## config.mk

```make
export PLATFORM = sky130hd
export DESIGN_NAME = address_block
export DESIGN_NICKNAME = d
export VERILOG_FILES = /design/src/rtl/address_block.sv
export SDC_FILE = /design/constraint.sdc
export NUM_CORES = 1
export LEC_CHECK = 0
export CORE_MARGIN = 2
export CORE_UTILIZATION = 49
export DETAILED_ROUTE_END_ITERATION = 7
export HOLD_SLACK_MARGIN = 0.06
export MAX_ROUTING_LAYER = met4
export PLACE_DENSITY = 0.82
export SKIP_CTS_REPAIR_TIMING = 1
export SLEW_MARGIN = 30
export SYNTH_ARGS = -nofsm -noshare
export SYNTH_HDL_FRONTEND = slang
export SYNTH_SLANG_ARGS = --single-unit
export TNS_END_PERCENT = 1
```

## constraint.sdc

```tcl
create_clock -name clk_i -period 7.17 [get_ports clk_i]
set_clock_uncertainty 0.1 [all_clocks]
set_input_delay 1.434 -clock clk_i [delete_from_list [all_inputs] [get_ports clk_i]]
set_output_delay 1.434 -clock clk_i [all_outputs]
set_load 0.005 [all_outputs]
```

## src/rtl/address_block.sv

```systemverilog
// Operation generator feeding transmitter_block: turns a CSR-programmed test into a stream of
// read/write op packets with fixed, running or pseudo-random addresses, then reports done/abort.
module address_block #(
  parameter ADDR_TYPE      = "BYTE",
  parameter int AMM_ADDR_W  = 31,
  parameter int DATA_B_W    = 16,
  parameter int ADDR_B_W    = 4,
  parameter int AMM_BURST_W = 11,
  localparam int PKT_W      = 1 + AMM_ADDR_W + 3 * ADDR_B_W + 1
) (
  input  logic             clk_i,
  input  logic             rst_i,
  input  logic             start_test_i,
  input  logic [3:0][31:0] test_param_reg_i,
  input  logic             cmd_accept_ready_i,
  input  logic             trans_block_busy_i,
  input  logic             error_check_i,
  output logic             op_valid_o,
  output logic [PKT_W-1:0] op_pkt_o,
  output logic             addr_block_busy_o,
  output logic             test_done_o,
  output logic             test_abort_o
);

  localparam bit WORD_MODE = (ADDR_TYPE == "WORD");
  localparam int BURST_W   = AMM_BURST_W - 1;

  localparam logic [1:0] TM_READ = 2'd0;
  localparam logic [1:0] TM_WAC  = 2'd2;
  localparam logic [1:0] TM_RSVD = 2'd3;
  localparam logic [1:0] AM_RUN  = 2'd1;
  localparam logic [1:0] AM_RND  = 2'd2;

  typedef enum logic [2:0] {IDLE, LOAD, SEND, DRAIN, DONE, ABORT} state_t;

  state_t               state, state_nxt;
  logic [31:0]          cnt, cnt_inc, n_ops;
  logic                 phase;
  logic [31:0]          lfsr, lfsr_nxt, addr, addr_nxt, seed, step;
  logic [BURST_W-1:0]   burst;
  logic [1:0]           test_mode, addr_mode;
  logic                 xfer, last_op, first_type;
  logic                 unused_ok;

  // Galois form of x^32+x^22+x^2+x+1, shifting toward bit 0.
  function automatic logic [31:0] lfsr_step(input logic [31:0] s);
    return s[0] ? ((s >> 1) ^ 32'h8020_0003) : (s >> 1);
  endfunction

  function automatic logic [PKT_W-1:0] build_pkt(input logic [31:0] a,
                                                 input logic [BURST_W-1:0] b,
                                                 input logic pkt_type);
    logic [AMM_ADDR_W-1:0] wa;
    logic [ADDR_B_W-1:0]   so, eo;
    logic [ADDR_B_W:0]     lbb;
    if (WORD_MODE) begin
      wa  = AMM_ADDR_W'(a);
      so  = '0;
      eo  = '0;
      lbb = '0;
    end else begin
      wa  = AMM_ADDR_W'(a >> ADDR_B_W);
      so  = a[ADDR_B_W-1:0];
      eo  = ADDR_B_W'(a + 32'(b));
      lbb = {1'b0, so} + {1'b0, b[ADDR_B_W-1:0]};
    end
    return {pkt_type, wa, so, eo, lbb};
  endfunction

  assign unused_ok = &{1'b0, test_param_reg_i[2], test_param_reg_i[1]};

  assign cnt_inc    = cnt + 32'd1;
  assign last_op    = (test_mode != TM_WAC) || phase;
  assign first_type = (test_mode == TM_READ);
  assign seed       = (test_param_reg_i[3] == 32'd0) ? 32'hFFFF_FFFF : test_param_reg_i[3];
  assign step       = WORD_MODE ? (32'(burst) + 32'd1) * 32'(DATA_B_W) : 32'(burst) + 32'd1;
  assign lfsr_nxt   = lfsr_step(lfsr);

  always_comb begin
    addr_nxt = addr;
    case (addr_mode)
      AM_RUN:  addr_nxt = addr + step;
      AM_RND:  addr_nxt = lfsr_nxt;
      default: addr_nxt = addr;
    endcase
  end

  always_comb begin
    state_nxt = state;
    xfer      = (state == SEND) && cmd_accept_ready_i;
    case (state)
      IDLE: begin
        if (start_test_i) begin
          if (test_param_reg_i[0] == 32'd0 || test_param_reg_i[1][17:16] == TM_RSVD)
            state_nxt = DRAIN;
          else
            state_nxt = LOAD;
        end
      end
      LOAD:  state_nxt = SEND;
      SEND:  if (xfer && last_op && cnt_inc == n_ops) state_nxt = DRAIN;
      DRAIN: if (!trans_block_busy_i && cmd_accept_ready_i) state_nxt = DONE;
      DONE:  state_nxt = IDLE;
      ABORT: state_nxt = IDLE;
      default: state_nxt = IDLE;
    endcase
    // A compare error pre-empts anything else in flight, including a same-cycle transfer.
    if (error_check_i && (state == LOAD || state == SEND || state == DRAIN))
      state_nxt = ABORT;
  end

  always_ff @(posedge clk_i) begin
    if (rst_i) state <= IDLE;
    else       state <= state_nxt;
  end

  always_ff @(posedge clk_i) begin
    if (rst_i) begin
      cnt      <= '0;
      phase    <= 1'b0;
      lfsr     <= 32'hFFFF_FFFF;
      op_pkt_o <= '0;
    end else begin
      case (state)
        IDLE: begin
          if (start_test_i) begin
            cnt   <= '0;
            phase <= 1'b0;
            lfsr  <= seed;
          end
        end
        LOAD: op_pkt_o <= build_pkt(addr, burst, first_type);
        SEND: begin
          if (xfer && !error_check_i) begin
            if (!last_op) begin
              phase    <= 1'b1;
              op_pkt_o <= build_pkt(addr, burst, 1'b1);
            end else begin
              cnt      <= cnt_inc;
              phase    <= 1'b0;
              if (addr_mode == AM_RND) lfsr <= lfsr_nxt;
              op_pkt_o <= build_pkt(addr_nxt, burst, first_type);
            end
          end
        end
        default: ;
      endcase
    end
  end

  // Test parameters are captured once at start so CSR writes mid-test are harmless.
  always_ff @(posedge clk_i) begin
    if (state == IDLE && start_test_i) begin
      n_ops     <= test_param_reg_i[0];
      burst     <= test_param_reg_i[1][BURST_W-1:0];
      test_mode <= test_param_reg_i[1][17:16];
      addr_mode <= test_param_reg_i[1][21:20];
      addr      <= (test_param_reg_i[1][21:20] == AM_RND) ? seed : test_param_reg_i[3];
    end else if (state == SEND && xfer && !error_check_i && last_op) begin
      addr <= addr_nxt;
    end
  end

  assign op_valid_o        = (state == SEND);
  assign addr_block_busy_o = (state != IDLE);
  assign test_done_o       = (state == DONE);
  assign test_abort_o      = (state == ABORT);

endmodule

```

==> results of run 1 <==
-- routing by layer --
metal	GRT usage, %	vias to the layer above	wire length (um)
met2	45.1	478	14600
met3	3.98	71	2740
met1	36.4	4582	12400
met5	-	-	0
li1	-	4552	-
met4	9.76	0	847
-- cells by family after synthesis --
family	Yosys count	synth area share (%)
xor gates and xnor gates	56	4.75
and+or+nand+nor	404	19.9
buffers and inverters	111	4.47
adders and majority gates	21	2.76
AOI/OAI and AO/OA	382	24.3
muxes	5	0.485
DFF	184	43.2
other	1	0.0363
-- cell type report --
type,count,area share (%)
multi-input cells,871,44.2
flip-flops and latches,184,36.2
repair buffers,148,11.6
clock buffers,20,3.70
well taps,275,2.79
clock inverters,12,0.761
inverters,22,0.670
-- cells in the mapped netlist, types with 5 or more instances --
| master | instances |
|---|---|
| nor4_1 | 29 |
| nor2_1 | 78 |
| a21oi_1 | 65 |
| or3_1 | 6 |
| dfxtp_1 | 106 |
| buf_4 | 10 |
| edfxtp_1 | 78 |
| o41ai_1 | 6 |
| inv_1 | 20 |
| o31ai_1 | 18 |
| nand4_1 | 11 |
| xor2_1 | 27 |
| a211oi_1 | 10 |
| o21ai_0 | 93 |
| a311oi_1 | 11 |
| and2_1 | 10 |
| o211ai_1 | 38 |
| a31oi_1 | 20 |
| nor3_1 | 22 |
| ha_1 | 18 |
| xnor2_1 | 29 |
| a21o_1 | 7 |
| nand2b_1 | 9 |
| o21a_1 | 14 |
| a221oi_1 | 7 |
| nor2b_1 | 8 |
| mux2i_1 | 5 |
| nand3_1 | 33 |
| and4_1 | 13 |
| nand2_1 | 138 |
| o22a_1 | 13 |
| o311ai_0 | 6 |
| o22ai_1 | 36 |
| clkbuf_1 | 70 |
| and3_1 | 17 |
-- registers in the layout, summed over array words and instances, names as in the netlist --
signal / count
addr: 32
addr_mode: 2
burst: 10
cnt: 32
lfsr: 32
n_ops: 32
op_pkt_o: 38
phase: 1
state: 3
test_mode: 2
-- through the flow --
| step | cells | instance area [um^2] | utilization (%) |
|---|---|---|---|
| 5_1_grt | 1532 | 12300 | 59.2 |
| 3_5_place_dp | 1500 | 11800 | 56.6 |
| 6_report | 1532 | 12300 | 59.2 |
| 4_1_cts | 1532 | 12300 | 59.2 |
| 3_3_place_gp | 1500 | 11800 | 56.6 |
| 2_1_floorplan | 1166 | 10300 | - |
-- worst max-delay path, cell delays in order --
cell and delay [ns]:
clkdlybuf4s50_1 0.65, nand2b_1 0.23, nor3b_1 0.33, o21ba_2 0.19, nand3_1 0.46, buf_4 0.47, or3_1 0.39, o21ai_0 0.07
-- power groups by stage --
stage          Combinational [W]  Sequential (W)  Clock, W
6_report                0.000999         0.00141  0.000884
5_1_grt                  0.00109         0.00143  0.000935
4_1_cts                 0.000985         0.00140  0.000894
3_5_place_dp            0.000976         0.00143         0
3_3_place_gp            0.000950         0.00142         0
2_1_floorplan           0.000647         0.00138         0
-- path summary, 6_finish.rpt --
kind	endpoint	slack [ns]	cells after the start
min	op_pkt_o[4]	0.35	2
max	cnt[9]	3.17	8
min reg2reg	op_pkt_o[4]	0.35	2
max reg2reg	addr[28]	3.25	12
==> impl_metrics.tcl, run 1 <==
set metrics [dict create \
    place_ws_ns 2.86 \
    worst-path-max-fanout 38 \
    via_per_inst 6.32 \
    grt_setup_unrepaired "false" \
    cts-root-to-sink-buffers 2 \
    outcome "finished clean" \
    fin_total_pwr_w 0.00329 \
    path_clk_slew_ns 0.07 \
    area_added_between_synthesis_and_finish_pct 19.4 \
    report.final.hold_viol_count 0 \
    synth.avg_cell_area_um2 8.87 \
    slew_viols_final 0 \
    intPower_w 0.00216 \
    grt-ovfl-total 0 \
    cts-htree-levels 4 \
    max-slew-margin-rel_pct 40.0 \
    worst_slew_pin_slew_ns 0.895 \
    setup_viol 0 \
    initial_antenna_violation_count 0 \
    grt_util_all_layers_pct 28.0 \
    register_bit_count_reported_by_yosys 184 \
    dr.pass1.iters 6 \
    required_ns 7.43 \
    worst_skew_pair_later_pin_latency_ns 0.43 \
    async_reset_ff_share_pct 0 \
    startpoint_of_the_most_critical_setup_path "cmd_accept_ready_i" \
    synth_top_area_share_pct 22.7 \
    timing.setup.tns_ns 0 \
    share_of_the_clock_period_used_by_the_worst_path_after_layout_pct 55.8 \
    cts_buffers 17 \
    detailroute.via_count 9683 \
    final_common_cell "nand2_1" \
    full_die_area_um2 22200 \
    layout_min_cycle_time_ns 4.00 \
    postRouteAntennaNets 0 \
    dp.final_hpwl_um 20800 \
    reported_leakage_power_nw 4.33 \
    number_of_enable_type_register_cells_in_the_synthesized_netlist 78 \
    top_level_ports 183 \
    worstHoldStart "op_pkt_o[4]" \
    n_fill_cell 1867 \
    max_cap_violations 0 \
    area_of_combinational_cells_with_multiple_inputs_um2 5450 \
    power_frac_comb_pct 30.3 \
    first_pass_grt_wire_length_um 47800 \
    gp_congestion 0.937 \
    cts_tree "built" \
    yosys_warnings 0 \
    cp-end-kind "flip-flop" \
    die_y_um 149 \
    timing.setup.critical_path_class "input port to flip-flop" \
    cellPowerDensity_nw_per_um2 267 \
    wire_per_inst_um 20.0 \
    total_switching_power_w 0.00113 \
    worst_ep_arrival_time_ns 4.26 \
    floorplan.core_area_um2 20800 \
    netlist_area_um2 10300 \
    clock_share_of_power_pct 26.9 \
    seq_area_um2 4460 \
    drive_gt1_share_pct 6.13 \
    most_frequent_cells_in_the_layout "138 x nand2_1, 129 x clkdlybuf4s50_1, 106 x dfxtp_1, 92 x o21ai_0" \
    type_of_origin_of_the_critical_path "input port" \
    finalWorstSetupSlack_ns 3.17 \
    rows 53 \
    syn-instance-count 1164 \
    first_iter_violations 872 \
    root_buffer "clkbuf_16" \
    drt_drc_violations_left 0 \
    p_seq_share_pct 42.8 \
    grt_start_max_net_pins 65 \
    yosysTopAreaCell "edfxtp_1" \
    dominantRegCellSynth "dfxtp_1" \
    vias_in_the_first_global_route 9123 \
    routed_wl_um 30600 \
    achievable_freq_mhz 250 \
    worstHoldPathType "flip-flop to flip-flop" \
    netSwitchingFraction_pct 34.3 \
    yosys-top-cells-area "edfxtp_1 23%, dfxtp_1 21%, nand2_1 5.0%, o21ai_0 4.5%, a21oi_1 3.2%" \
    hold-worst-slack_ns 0.354 \
    chipWidth_um 149 \
    antennaDiodeCount 0 \
    initial_cell_density_of_the_core_pct 49.6 \
    port_buffers 129 \
    synth-seq-area-share_pct 43.2 \
    synth.lib_cells_used.distinct 79 \
    regToRegStartpoint "burst[0]" \
    cts_num_sinks 184 \
    design.final.nets 1399 \
    power.ir.vdd_worst_mv 0.177 \
]
No activity file was read; power rests on OpenSTA's default activity.
==> run 2: changes to the inputs <==
==> constraint.sdc (replaced) <==
create_clock -name clk_i -period 4 [get_ports clk_i]
set_clock_uncertainty 0.1 [all_clocks]
set_input_delay 0.8 -clock clk_i [delete_from_list [all_inputs] [get_ports clk_i]]
set_output_delay 0.8 -clock clk_i [all_outputs]
set_load 0.005 [all_outputs]
==> run 2 against run 1 <==
Highest routed layer unchanged. Global-route usage increased by 0.83 points. Critical endpoint is now op_pkt_o[21]. Sequential power up 79%. Die area unchanged. Clock power increased by 98%. Critical path type is now flip-flop to flip-flop. Routed wire length increased by 2.2%. Worst hold slack gained 0.0064 ns. Worst setup slack got worse by 2.6 ns. Via count rose by 2.0%.
==> impl_metrics.tcl, run 2 (synthesis gave the netlist of run 1 again) <==
set metrics [dict create \
    outcome "finished clean" \
    max_cap_violations 0 \
    worstHoldPathType "flip-flop to flip-flop" \
    die_y_um 149 \
    grt.met2_usage_pct 45.6 \
    routed_wl_um 31200 \
    worstHoldStart "op_pkt_o[44]" \
    antennaDiodeCount 0 \
    via_per_inst 6.38 \
    worst_slew_pin_slew_ns 0.826 \
    dp.final_hpwl_um 21400 \
    postRouteAntennaNets 0 \
    cts_buffers 17 \
    grt_setup_unrepaired "false" \
    cts-root-to-sink-buffers 2 \
    first_pass_grt_wire_length_um 48600 \
    n_fill_cell 1791 \
    root_buffer "clkbuf_16" \
    initial_cell_density_of_the_core_pct 49.6 \
    finish.cell_count_without_fillers 1549 \
    use_met1_pct 37.3 \
    fin_util_pct 60.2 \
    most_frequent_cells_in_the_layout "138 x nand2_1, 129 x clkdlybuf4s50_1, 106 x dfxtp_1, 92 x o21ai_0" \
    slew_viols_final 0 \
    design.final.nets 1416 \
    timing.setup.tns_ns 0 \
    share_of_the_clock_period_used_by_the_worst_path_after_layout_pct 86.0 \
    drt_drc_violations_left 0 \
    grt_start_max_net_pins 64 \
    type_of_origin_of_the_critical_path "flip-flop" \
    worst_skew_pair_later_pin_latency_ns 0.44 \
    floorplan.core_area_um2 20800 \
    final_common_cell "nand2_1" \
    top_level_ports 183 \
    dr.pass1.iters 5 \
    number_of_placed_cells_counting_well_taps 1517 \
    seq_area_um2 4460 \
    max-slew-margin-rel_pct 44.2 \
    cts-htree-levels 4 \
    layout_min_cycle_time_ns 3.44 \
    wire_per_inst_um 20.2 \
    cellPowerDensity_nw_per_um2 489 \
    globalRouteMet3Util_pct 6.06 \
    cts_num_sinks 184 \
    reported_leakage_power_nw 4.44 \
    startpoint_of_the_most_critical_setup_path "burst[0]" \
    first_iter_violations 1005 \
    largest_reg_flops 38 \
    required_ns 4.27 \
    port_buffers 129 \
    regMostFlops "op_pkt_o" \
    drive_gt1_share_pct 7.22 \
    cp-end-kind "flip-flop" \
    worst_ep_arrival_time_ns 3.71 \
    path_clk_slew_ns 0.07 \
    report.final.hold_viol_count 0 \
    regToRegStartpoint "burst[0]" \
    cts_tree "built" \
    initial_antenna_violation_count 0 \
    rows 53 \
    full_die_area_um2 22200 \
    timing.setup.critical_path_class "flip-flop to flip-flop" \
    area_added_between_synthesis_and_finish_pct 21.4 \
    setup_viol 0 \
    achievable_freq_mhz 291 \
    chipWidth_um 149 \
    grt_util_all_layers_pct 28.9 \
    vias_in_the_first_global_route 9181 \
    grt-ovfl-total 0 \
    area_of_combinational_cells_with_multiple_inputs_um2 5450 \
    worst-path-max-fanout 6 \
    gp_congestion 1.03 \
    grt.busiest_layer "met2" \
    detailroute.via_count 9881 \
    power.ir.vdd_worst_mv 0.375 \
]
==> run 2: worst max-delay path: stages, from the launching register on <==
cell and delay, ns:
edfxtp_1 0.45, inv_1 0.07, ha_1 0.21, fa_1 0.40, nor2b_1 0.13, o21a_1 0.15, o21ai_0 0.12, a211oi_1 0.35
o21ai_1 0.26, buf_4 0.23, o311ai_0 0.56, o21ai_0 0.20, a21oi_1 0.14
==> run 2: path summary, 6_finish.rpt <==
check	end	slack (ns)	depth (start not counted)
max	op_pkt_o[21]	0.56	12
min	op_pkt_o[44]	0.36	2
max reg2reg	op_pkt_o[21]	0.56	12
min reg2reg	op_pkt_o[44]	0.36	2
==> run 2: cell type report <==
class	instances	area share (%)
Sequential cell	184	35.6
Clock inverter	14	1.37
Timing Repair Buffer	165	12.7
Tap cell	275	2.75
Inverter	22	0.659
Clock buffer	18	3.43
Multi-Input combinational cell	871	43.5
==> run 2: per-stage QoR <==
step | hold WS [ns] | instance area (um^2) | total power [W] | setup slack, ns
6_report | 0.360 | 12500 | 0.00612 | 0.561
4_1_cts | 0.360 | 12500 | 0.00611 | 0.638
3_3_place_gp | 0.342 | 11900 | 0.00431 | 0.681
2_1_floorplan | 0.348 | 10300 | 0.00364 | 0.211
5_1_grt | 0.384 | 12500 | 0.00642 | 0.308
3_5_place_dp | 0.351 | 11900 | 0.00436 | 0.603
==> run 2: report_power, final <==
part           leakage [nW]  total (W)  internal, W  switching, W
Sequential             1.60    0.00252      0.00229      0.000238
Clock                 0.284    0.00175     0.000987      0.000758
Combinational          2.55    0.00185     0.000792       0.00106
Total                  4.44    0.00612      0.00407       0.00206
==> run 2: metal layers <==
metal / vias to the layer above / wire length [um] / part of all wire (%)
met3: 71 / 3100 / 9.9
met2: 535 / 14500 / 46
met4: 0 / 861 / 2.8
li1: 4593 / - / -
met5: - / 0 / 0
met1: 4682 / 12800 / 41
==> run 3: changes to the inputs <==
--- a/config.mk
+++ b/config.mk
@@ -5,14 +5,15 @@
 export SDC_FILE = /design/constraint.sdc
 export NUM_CORES = 1
 export LEC_CHECK = 0
+export CAP_MARGIN = 0
 export CORE_MARGIN = 2
-export CORE_UTILIZATION = 49
+export CORE_UTILIZATION = 48
 export DETAILED_ROUTE_END_ITERATION = 7
 export HOLD_SLACK_MARGIN = 0.06
 export MAX_ROUTING_LAYER = met4
-export PLACE_DENSITY = 0.82
+export PLACE_DENSITY = 0.84
 export SKIP_CTS_REPAIR_TIMING = 1
-export SLEW_MARGIN = 30
+export SLEW_MARGIN = 20
 export SYNTH_ARGS = -nofsm -noshare
 export SYNTH_HDL_FRONTEND = slang
 export SYNTH_SLANG_ARGS = --single-unit
==> constraint.sdc (replaced) <==
create_clock -name clk_i -period 3 [get_ports clk_i]
set_clock_uncertainty 0.1 [all_clocks]
set_input_delay 0.6 -clock clk_i [delete_from_list [all_inputs] [get_ports clk_i]]
set_output_delay 0.6 -clock clk_i [all_outputs]
set_load 0.005 [all_outputs]
==> run 3 against run 2 <==
Worst hold slack got worse by 0.0012 ns. Non-clock buffer count up 57. Via count increased by 3.3%. First-iteration DRC count fell by 7.5%. Total power up 36%. Clock power up 26%. Critical path type unchanged. Critical endpoint is now addr[18]. Highest routed layer unchanged.
==> impl_metrics.tcl, run 3 (synthesis gave the netlist of run 1 again) <==
set metrics [dict create \
    timing.setup.critical_path_class "flip-flop to flip-flop" \
    die_y_um 151 \
    chipWidth_um 151 \
    grt_start_max_net_pins 44 \
    layout_min_cycle_time_ns 2.96 \
    initial_antenna_violation_count 0 \
    netSwitchingFraction_pct 35.1 \
    via_per_inst 6.35 \
    root_buffer "clkbuf_16" \
    max_cap_violations 0 \
    largest_reg_flops 38 \
    intPower_w 0.00539 \
    critPathTopFamily "compound AO/OA/AOI/OAI gates" \
    power.ir.vdd_worst_mv 0.368 \
    worstHoldPathType "flip-flop to flip-flop" \
    cts_num_sinks 184 \
    worst_skew_pair_later_pin_latency_ns 0.45 \
    crit_path_top_delay_cell "edfxtp_1" \
    startpoint_of_the_most_critical_setup_path "addr[0]" \
    reported_leakage_power_nw 4.79 \
    slew_viols_final 0 \
    grt_setup_unrepaired "true" \
    power_frac_comb_pct 33.1 \
    cts-htree-levels 4 \
    finalWorstSetupSlack_ns 0.0447 \
    dp.final_hpwl_um 22700 \
    hold-worst-slack_ns 0.359 \
    critical_path.n_buffers_inverters 2 \
    worstHoldStart "op_pkt_o[44]" \
    fin_util_pct 62.4 \
    cts_tree "built" \
    floorplan.core_area_um2 21100 \
    report.final.hold_viol_count 0 \
    dpl-instance-area_um2 12400 \
    gp_congestion 0.972 \
    path_clk_slew_ns 0.07 \
    dr.pass1.iters 5 \
    finish.instance_area_um2 13100 \
    cellPowerDensity_nw_per_um2 632 \
    routed_wl_um 32700 \
    max-slew-margin-rel_pct 57.7 \
    first_iter_violations 930 \
    grt_util_all_layers_pct 29.4 \
    initial_cell_density_of_the_core_pct 49.0 \
    drive_gt1_share_pct 14.0 \
    first_pass_grt_wire_length_um 50500 \
    detailroute.via_count 10200 \
    setup_viol 0 \
    cts-root-to-sink-buffers 2 \
    outcome "finished clean" \
    achievable_freq_mhz 338 \
    area_added_between_synthesis_and_finish_pct 27.4 \
    regMostFlops "op_pkt_o" \
    regToRegStartpoint "addr[0]" \
    cp-end-kind "flip-flop" \
    worst_slew_pin_slew_ns 0.635 \
    rows 53 \
    vias_in_the_first_global_route 9528 \
    required_ns 3.10 \
    place_ws_ns -0.249 \
    final_common_cell "nand2_1" \
    antennaDiodeCount 0 \
    port_buffers 129 \
    p_seq_share_pct 40.3 \
    cts_buffers 17 \
    crit_path_cells "inv_2, ha_4, fa_2, nor2b_1, o21a_1, o21ai_2, a211oi_2, nor2_1, buf_4, o211ai_1, o41ai_2, o32a_1" \
    design.final.nets 1473 \
    worst-path-max-fanout 4 \
    worst_path_largest_cell_delay_ns 0.37 \
    type_of_origin_of_the_critical_path "flip-flop" \
    fin_total_pwr_w 0.00831 \
    postRouteAntennaNets 0 \
    total_switching_power_w 0.00291 \
    wire_per_inst_um 20.4 \
    share_of_the_clock_period_used_by_the_worst_path_after_layout_pct 98.5 \
    full_die_area_um2 22700 \
    clock_share_of_power_pct 26.6 \
    drt_drc_violations_left 0 \
    top_level_ports 183 \
    grt-ovfl-total 0 \
    most_frequent_cells_in_the_layout "138 x nand2_1, 129 x clkdlybuf4s50_1, 100 x dfxtp_1, 87 x buf_4, 86 x o21ai_0" \
    worst_ep_arrival_time_ns 3.05 \
]
-- run 3: cell count changes in the layout (fill, tap and decap cells not counted), sizes merged --
cell,previous run,this run
buf,36,93
inv,24,29
clkbuf,18,19
clkinvlp,3,0
bufinv,3,0
-- run 3: final cells by class --
class                      count  area (um^2)
clock inverter                13          106
timing repair buffer         222         2060
sequential                   184         4470
clock buffer                  19          454
multi-input combinational    871         5630
tap                          275          344
fill                        1755         7940
inverter                      22         82.6
-- run 3: metal layers --
metal  global-route usage [%]  routed length (um)  vias up
li1                         -                   -     4705
met1                     37.6               13000     4795
met2                     45.9               15400      605
met3                     6.67                3210      100
met4                     10.3                1090        0
met5                        -                   0        -
-- run 3: stage by stage --
step	setup TNS, ns	std cells
3_5_place_dp	-3.74	1573
5_1_grt	-0.520	1606
3_3_place_gp	-2.34	1573
2_1_floorplan	-5.41	1166
4_1_cts	-4.53	1605
6_report	0	1606
-- run 3: path summary, 6_finish.rpt --
path	slack (ns)	end	cells past startpoint
worst min register to register	0.36	op_pkt_o[44]	2
worst max register to register	0.04	addr[18]	12
worst max-delay path	0.04	addr[18]	12
worst min-delay path	0.36	op_pkt_o[44]	2
-- run 3: power by group through the flow --
stage | clock (W) | sequential [W] | combinational, W
CTS | 0.00222 | 0.00333 | 0.00259
detailed placement | 0 | 0.00338 | 0.00257
finish | 0.00221 | 0.00334 | 0.00275
global route | 0.00233 | 0.00338 | 0.00299
global placement | 0 | 0.00337 | 0.00251
floorplan | 0 | 0.00330 | 0.00155
-- run 3: worst min-delay path, delay by kind of cell, from the launching register on --
kind            cells  cell delay (ns)
simple gates        1             0.05
flops               1             0.31
compound gates      1             0.05
==> RTL change 1, RTL diff (flow settings as in run 2) <==
The parameter `AMM_BURST_W` goes from 11 to 15.
--- a/src/rtl/address_block.sv
+++ b/src/rtl/address_block.sv
@@ -5,7 +5,7 @@
   parameter int AMM_ADDR_W  = 31,
   parameter int DATA_B_W    = 16,
   parameter int ADDR_B_W    = 4,
-  parameter int AMM_BURST_W = 11,
+  parameter int AMM_BURST_W = 15,
   localparam int PKT_W      = 1 + AMM_ADDR_W + 3 * ADDR_B_W + 1
 ) (
   input  logic             clk_i,
Check against the original RTL: not equivalent (Yosys sat finds a counterexample within 4 cycles, from zero or initial values and one cycle with rst_i high).
==> RTL change 1 against run 2 <==
- worst setup slack got worse by 0.17 ns
- power rose by 21%
- cell area rose by 3.6%
- synthesized cell count rose by 3.1%
- wire length rose by 4.7%
- sequential cell count rose by 4
- area after synthesis rose by 5.0%
- count of clock-buffer cells in the layout did not move
- final cell count rose by 2.5%
- sequential power rose by 13%
- fmax fell by 4.6%
- die area rose by 4.8%
- hold slack got worse by 0.0015 ns
- largest cell class unchanged
==> RTL change 1: results (changes against run 2) <==
Power and ir drop
  – Flop pwr share: 0.385 (was 0.412)
  – Sw Ratio: 0.3793 (was 0.3359)
  – Clock network fraction of design power: 0.227 (was 0.285)
  – IR drop worst, VDD: 319.7 uV (was 375.0 uV)
  – Static leakage power: 4.634 nW (was 4.439 nW)

Worst setup path
  – Worst setup path endpoint: addr[30]$_DFFE_PP_ (was op_pkt_o[21]$_SDFFE_PP0P_)
  – Flop-to-flop setup slack: 0.39 ns (was 0.56 ns)
  – Arrival time worst endpoint: 3.67 ns (was 3.71 ns)
  – Path depth of the worst reg2reg path: 11 (was 12)

Global routing
  – Via count of the first global-routing pass: 9450 (was 9181)
  – Met3 Track Usage GR: 0.05119 (was 0.06055)
  – Pin count of the biggest net entering global routing: 51 (was 64)
  – Wire length of the first global-routing pass: 50.80 mm (was 48.62 mm)
  – Global-route usage over all layers: 0.2785 (was 0.2886)
  – Met2 GRT Util: 0.4568 (was 0.4558)

Min path
  – Origin of the worst min-delay path: op_pkt_o[4]$_SDFFE_PP0P_ (was op_pkt_o[44]$_SDFFE_PP0P_)
  – Capture endpoint of the worst hold path: op_pkt_o[4]$_SDFFE_PP0P_ (was op_pkt_o[44]$_SDFFE_PP0P_)

Timing
  – Measured slew at the worst slew-check pin: 0.7129 ns (was 0.8263 ns)

Clock network
  – Clock network latency to the later pin of the worst-skew pair: between 0.4 and 0.5 ns
  – Largest buffer count on any clock path: 2 (unchanged)

Synthesis
  – Biggest area contributors in the synthesized netlist: edfxtp_1 23%, dfxtp_1 20%, nor2_1 4.2% (was edfxtp_1 23%, dfxtp_1 21%, nand2_1 5.0%)
  – Most numerous cell types in the synthesized netlist: 122 x nor2_1, 106 x dfxtp_1, 98 x nand2_1, 82 x edfxtp_1, 80 x o21ai_0 (was 138 x nand2_1, 106 x dfxtp_1, 93 x o21ai_0, 78 x edfxtp_1, 78 x nor2_1)
  – Part of the Yosys area used for sequential elements: 0.4231 (was 0.4324)

Detailed routing
  – Vias after detailed routing: 10270 (was 9881)
  – Initial detailed-routing violation count: 843 (was 1005)
  – Number of iterations in the first detailed-routing pass: 5 (unchanged)
  – Met2 wire length: 15.88 mm (was 14.52 mm)
  – Sum of routed wire segments on met1: 13.52 mm (was 12.76 mm)
  – Wire per inst: 20.60 um (was 20.17 um)
  – Met3 layer wire length in the routed design: 2.646 mm (was 3.096 mm)

Placement
  – PortBufs: 133 (was 129)
  – Placed wire-length estimate: 22.60 mm (was 21.44 mm)
  – Placed cell area: 12410 um^2 (was 11930 um^2)
  – Routability congestion estimate: 0.9194 (was 1.031)

Finish
  – Final-stage net count: 1454 (was 1416)
  – Fraction of final layout cells with drive strength greater than 1: 0.06651 (was 0.07221)

Outcome
  – Outcome: finished clean (unchanged)
## RTL change 1: kinds of logic (layout without fill, tap and decap cells)
logic type | count (synthesis) | count (layout) | synth area share
other | 1 | 3 | 0.0003461
and+or+nand+nor | 426 | 426 | 0.2048
muxes | 10 | 10 | 0.009584
xor gates and xnor gates | 57 | 57 | 0.04861
AOI/OAI and AO/OA | 375 | 375 | 0.2363
adders and majority gates | 25 | 25 | 0.03095
DFF | 188 | 188 | 0.4231
buffers and inverters | 118 | 224 | 0.04630
## RTL change 1: area by class of cell
cell class / count / area (um^2)
Clock buffer: 18 / 450.4
Multi-Input combinational cell: 896 / 5787
Clock inverter: 14 / 123.9
Inverter: 28 / 105.1
Fill cell: 1910 / 8771
Timing Repair Buffer: 164 / 1584
Sequential cell: 188 / 4584
Tap cell: 280 / 350.3
## RTL change 1: critical path: stages, from the launching register on
cell and delay, ns:
edfxtp_1 0.41, inv_1 0.07, ha_1 0.21, fa_1 0.40, nand2b_1 0.16, a21oi_1 0.22, o21a_1 0.22, o31a_1 0.30
o21ai_0 0.27, nor4b_1 0.66, mux2i_1 0.24, o21ai_0 0.09
## RTL change 1: through the flow
step / worst slack, ns / cells / power (mW) / util / hold slack [ns]
2_1_floorplan: 0.5727 / 1202 / 4.647 / - / 0.3482
3_3_place_gp: 0.4956 / 1556 / 5.627 / 0.5705 / 0.3466
3_5_place_dp: 0.4672 / 1556 / 5.687 / 0.5705 / 0.3553
4_1_cts: 0.4142 / 1588 / 7.369 / 0.5968 / 0.3622
5_1_grt: 0.1499 / 1588 / 7.788 / 0.5968 / 0.3809
6_report: 0.3940 / 1588 / 7.395 / 0.5968 / 0.3587
==> RTL change 2, RTL diff (config.mk and constraints of run 2) <==
Made on the original files. Re-encode `state_t` (6 states) as Gray code, 3 bits wide.
--- a/src/rtl/address_block.sv
+++ b/src/rtl/address_block.sv
@@ -31,7 +31,7 @@
   localparam logic [1:0] AM_RUN  = 2'd1;
   localparam logic [1:0] AM_RND  = 2'd2;
 
-  typedef enum logic [2:0] {IDLE, LOAD, SEND, DRAIN, DONE, ABORT} state_t;
+  typedef enum logic [2:0] {IDLE = 3'b000, LOAD = 3'b001, SEND = 3'b011, DRAIN = 3'b010, DONE = 3'b110, ABORT = 3'b111} state_t;
 
   state_t               state, state_nxt;
   logic [31:0]          cnt, cnt_inc, n_ops;
Check against the original RTL: same outputs for any inputs over 4 cycles, from zero or initial values and one cycle with rst_i high; so few cycles prove little.
==> RTL change 2 against run 2 <==
- power down 8.1%
- sequential cell count unchanged
- largest cell class unchanged
- cell area rose by 2.2%
- area after synthesis increased by 3.9%
- worst setup slack worse by 0.18 ns
- wire length is 6.1% higher
==> RTL change 2: results (changes against run 2) <==
Outcome
  – Outcome: finished clean (unchanged)

Worst setup path
  – Critical Path Fanout Max: 9 (was 6)
  – Category of cells accounting for the largest share of critical-path delay: simple AND/OR/NAND/NOR gates (was compound AO/OA/AOI/OAI gates)
  – Startpoint of the lowest-slack register-to-register path: addr[10]$_DFFE_PP_ (was burst[0]$_DFFE_PP_)
  – Max stage delay on crit path: 0.58 ns (was 0.56 ns)
  – Worst reg2reg endpoint: addr[24]$_DFFE_PP_ (was op_pkt_o[21]$_SDFFE_PP0P_)

Timing
  – Final worst slack: 0.3815 ns (was 0.5607 ns)
  – Min Hold Slack: 0.3749 ns (was 0.3602 ns)
  – Slew headroom: 0.4244 (was 0.4421)

Detailed routing
  – Vias after detailed routing: 10430 (was 9881)
  – Mean number of vias per cell: 6.399 (was 6.379)
  – Sum of routed wire segments on met1: 13.53 mm (was 12.76 mm)
  – Initial detailed-routing violation count: 1086 (was 1005)
  – Met3 layer wire length in the routed design: 3.120 mm (was 3.096 mm)
  – Total wire length after detailed routing: 33.15 mm (was 31.24 mm)

Synthesis
  – Part of the Yosys area used for sequential elements: 0.4161 (was 0.4324)
  – Mean instance size in the synthesized netlist: 8.555 um^2 (was 8.869 um^2)
  – Most numerous cell types in the synthesized netlist: 152 x nand2_1, 115 x nor2_1, 106 x dfxtp_1, 90 x a21oi_1, 78 x edfxtp_1 (was 138 x nand2_1, 106 x dfxtp_1, 93 x o21ai_0, 78 x edfxtp_1, 78 x nor2_1)
  – Biggest area contributors in the synthesized netlist: edfxtp_1 22%, dfxtp_1 20%, nand2_1 5.3% (was edfxtp_1 23%, dfxtp_1 21%, nand2_1 5.0%)
  – Synth Area in XOR/XNOR: 0.05062 (was 0.04751)
  – Adder and majority gate portion of the synthesized area: 0.02659 (was 0.02763)
  – Post-synthesis mux area share: 0.004665 (was 0.004848)

Global routing
  – Met3 Track Usage GR: 0.05048 (was 0.06055)
  – Global-route usage over all layers: 0.2891 (was 0.2886)
  – M1 GR Usage: 0.3736 (was 0.3728)
  – Wire length of the first global-routing pass: 52.60 mm (was 48.62 mm)
  – Met2 GRT Util: 0.4526 (was 0.4558)
  – Pin count of the biggest net entering global routing: 61 (was 64)
  – Via count of the first global-routing pass: 9948 (was 9181)

Placement
  – Worst Setup Slack post-DPL: 0.4943 ns (was 0.6031 ns)
  – Placed wire-length estimate: 22.57 mm (was 21.44 mm)
  – Cell total after placement: 1598 (was 1517)
  – Routability congestion estimate: 0.9285 (was 1.031)

Clock network
  – Clk slew on worst S/H paths: 0.09 ns (was 0.07 ns)

Power and ir drop
  – Internal Power: 3.742 mW (was 4.066 mW)
  – Clock network fraction of design power: 0.307 (was 0.285)
  – Static leakage power: 4.460 nW (was 4.439 nW)

Finish
  – Final-stage net count: 1492 (was 1416)
  – Fraction of final layout cells with drive strength greater than 1: 0.06741 (was 0.07221)

Min path
  – Capture endpoint of the worst hold path: op_pkt_o[4]$_SDFFE_PP0P_ (was op_pkt_o[44]$_SDFFE_PP0P_)
-- RTL change 2: changes by cell type after synthesis, moves of 14 or more --
| cell | run 2 | this run |
|---|---|---|
| a31oi_1 | 20 | 35 |
| o21ai_0 | 93 | 71 |
| nand2_1 | 138 | 152 |
| nor2_1 | 78 | 115 |
| nand4_1 | 11 | 27 |
| a21oi_1 | 65 | 90 |
| o31ai_1 | 18 | 2 |
-- RTL change 2: layout make-up --
cell class                      count  area, um^2
Inverter                           33       123.9
Clock buffer                       18       429.2
Multi-Input combinational cell    941        5733
Tap cell                          280       350.3
Fill cell                        1892        8884
Sequential cell                   184        4464
Clock inverter                     14       160.2
Timing Repair Buffer              160        1544
-- RTL change 2: per-stage QoR --
stage | instance area, um^2 | utilization | total power [mW]
2_1_floorplan | 10740 | - | 3.321
3_3_place_gp | 12210 | 0.5629 | 3.854
3_5_place_dp | 12220 | 0.5632 | 3.896
4_1_cts | 12800 | 0.5904 | 5.608
5_1_grt | 12800 | 0.5904 | 5.878
6_report | 12800 | 0.5904 | 5.625
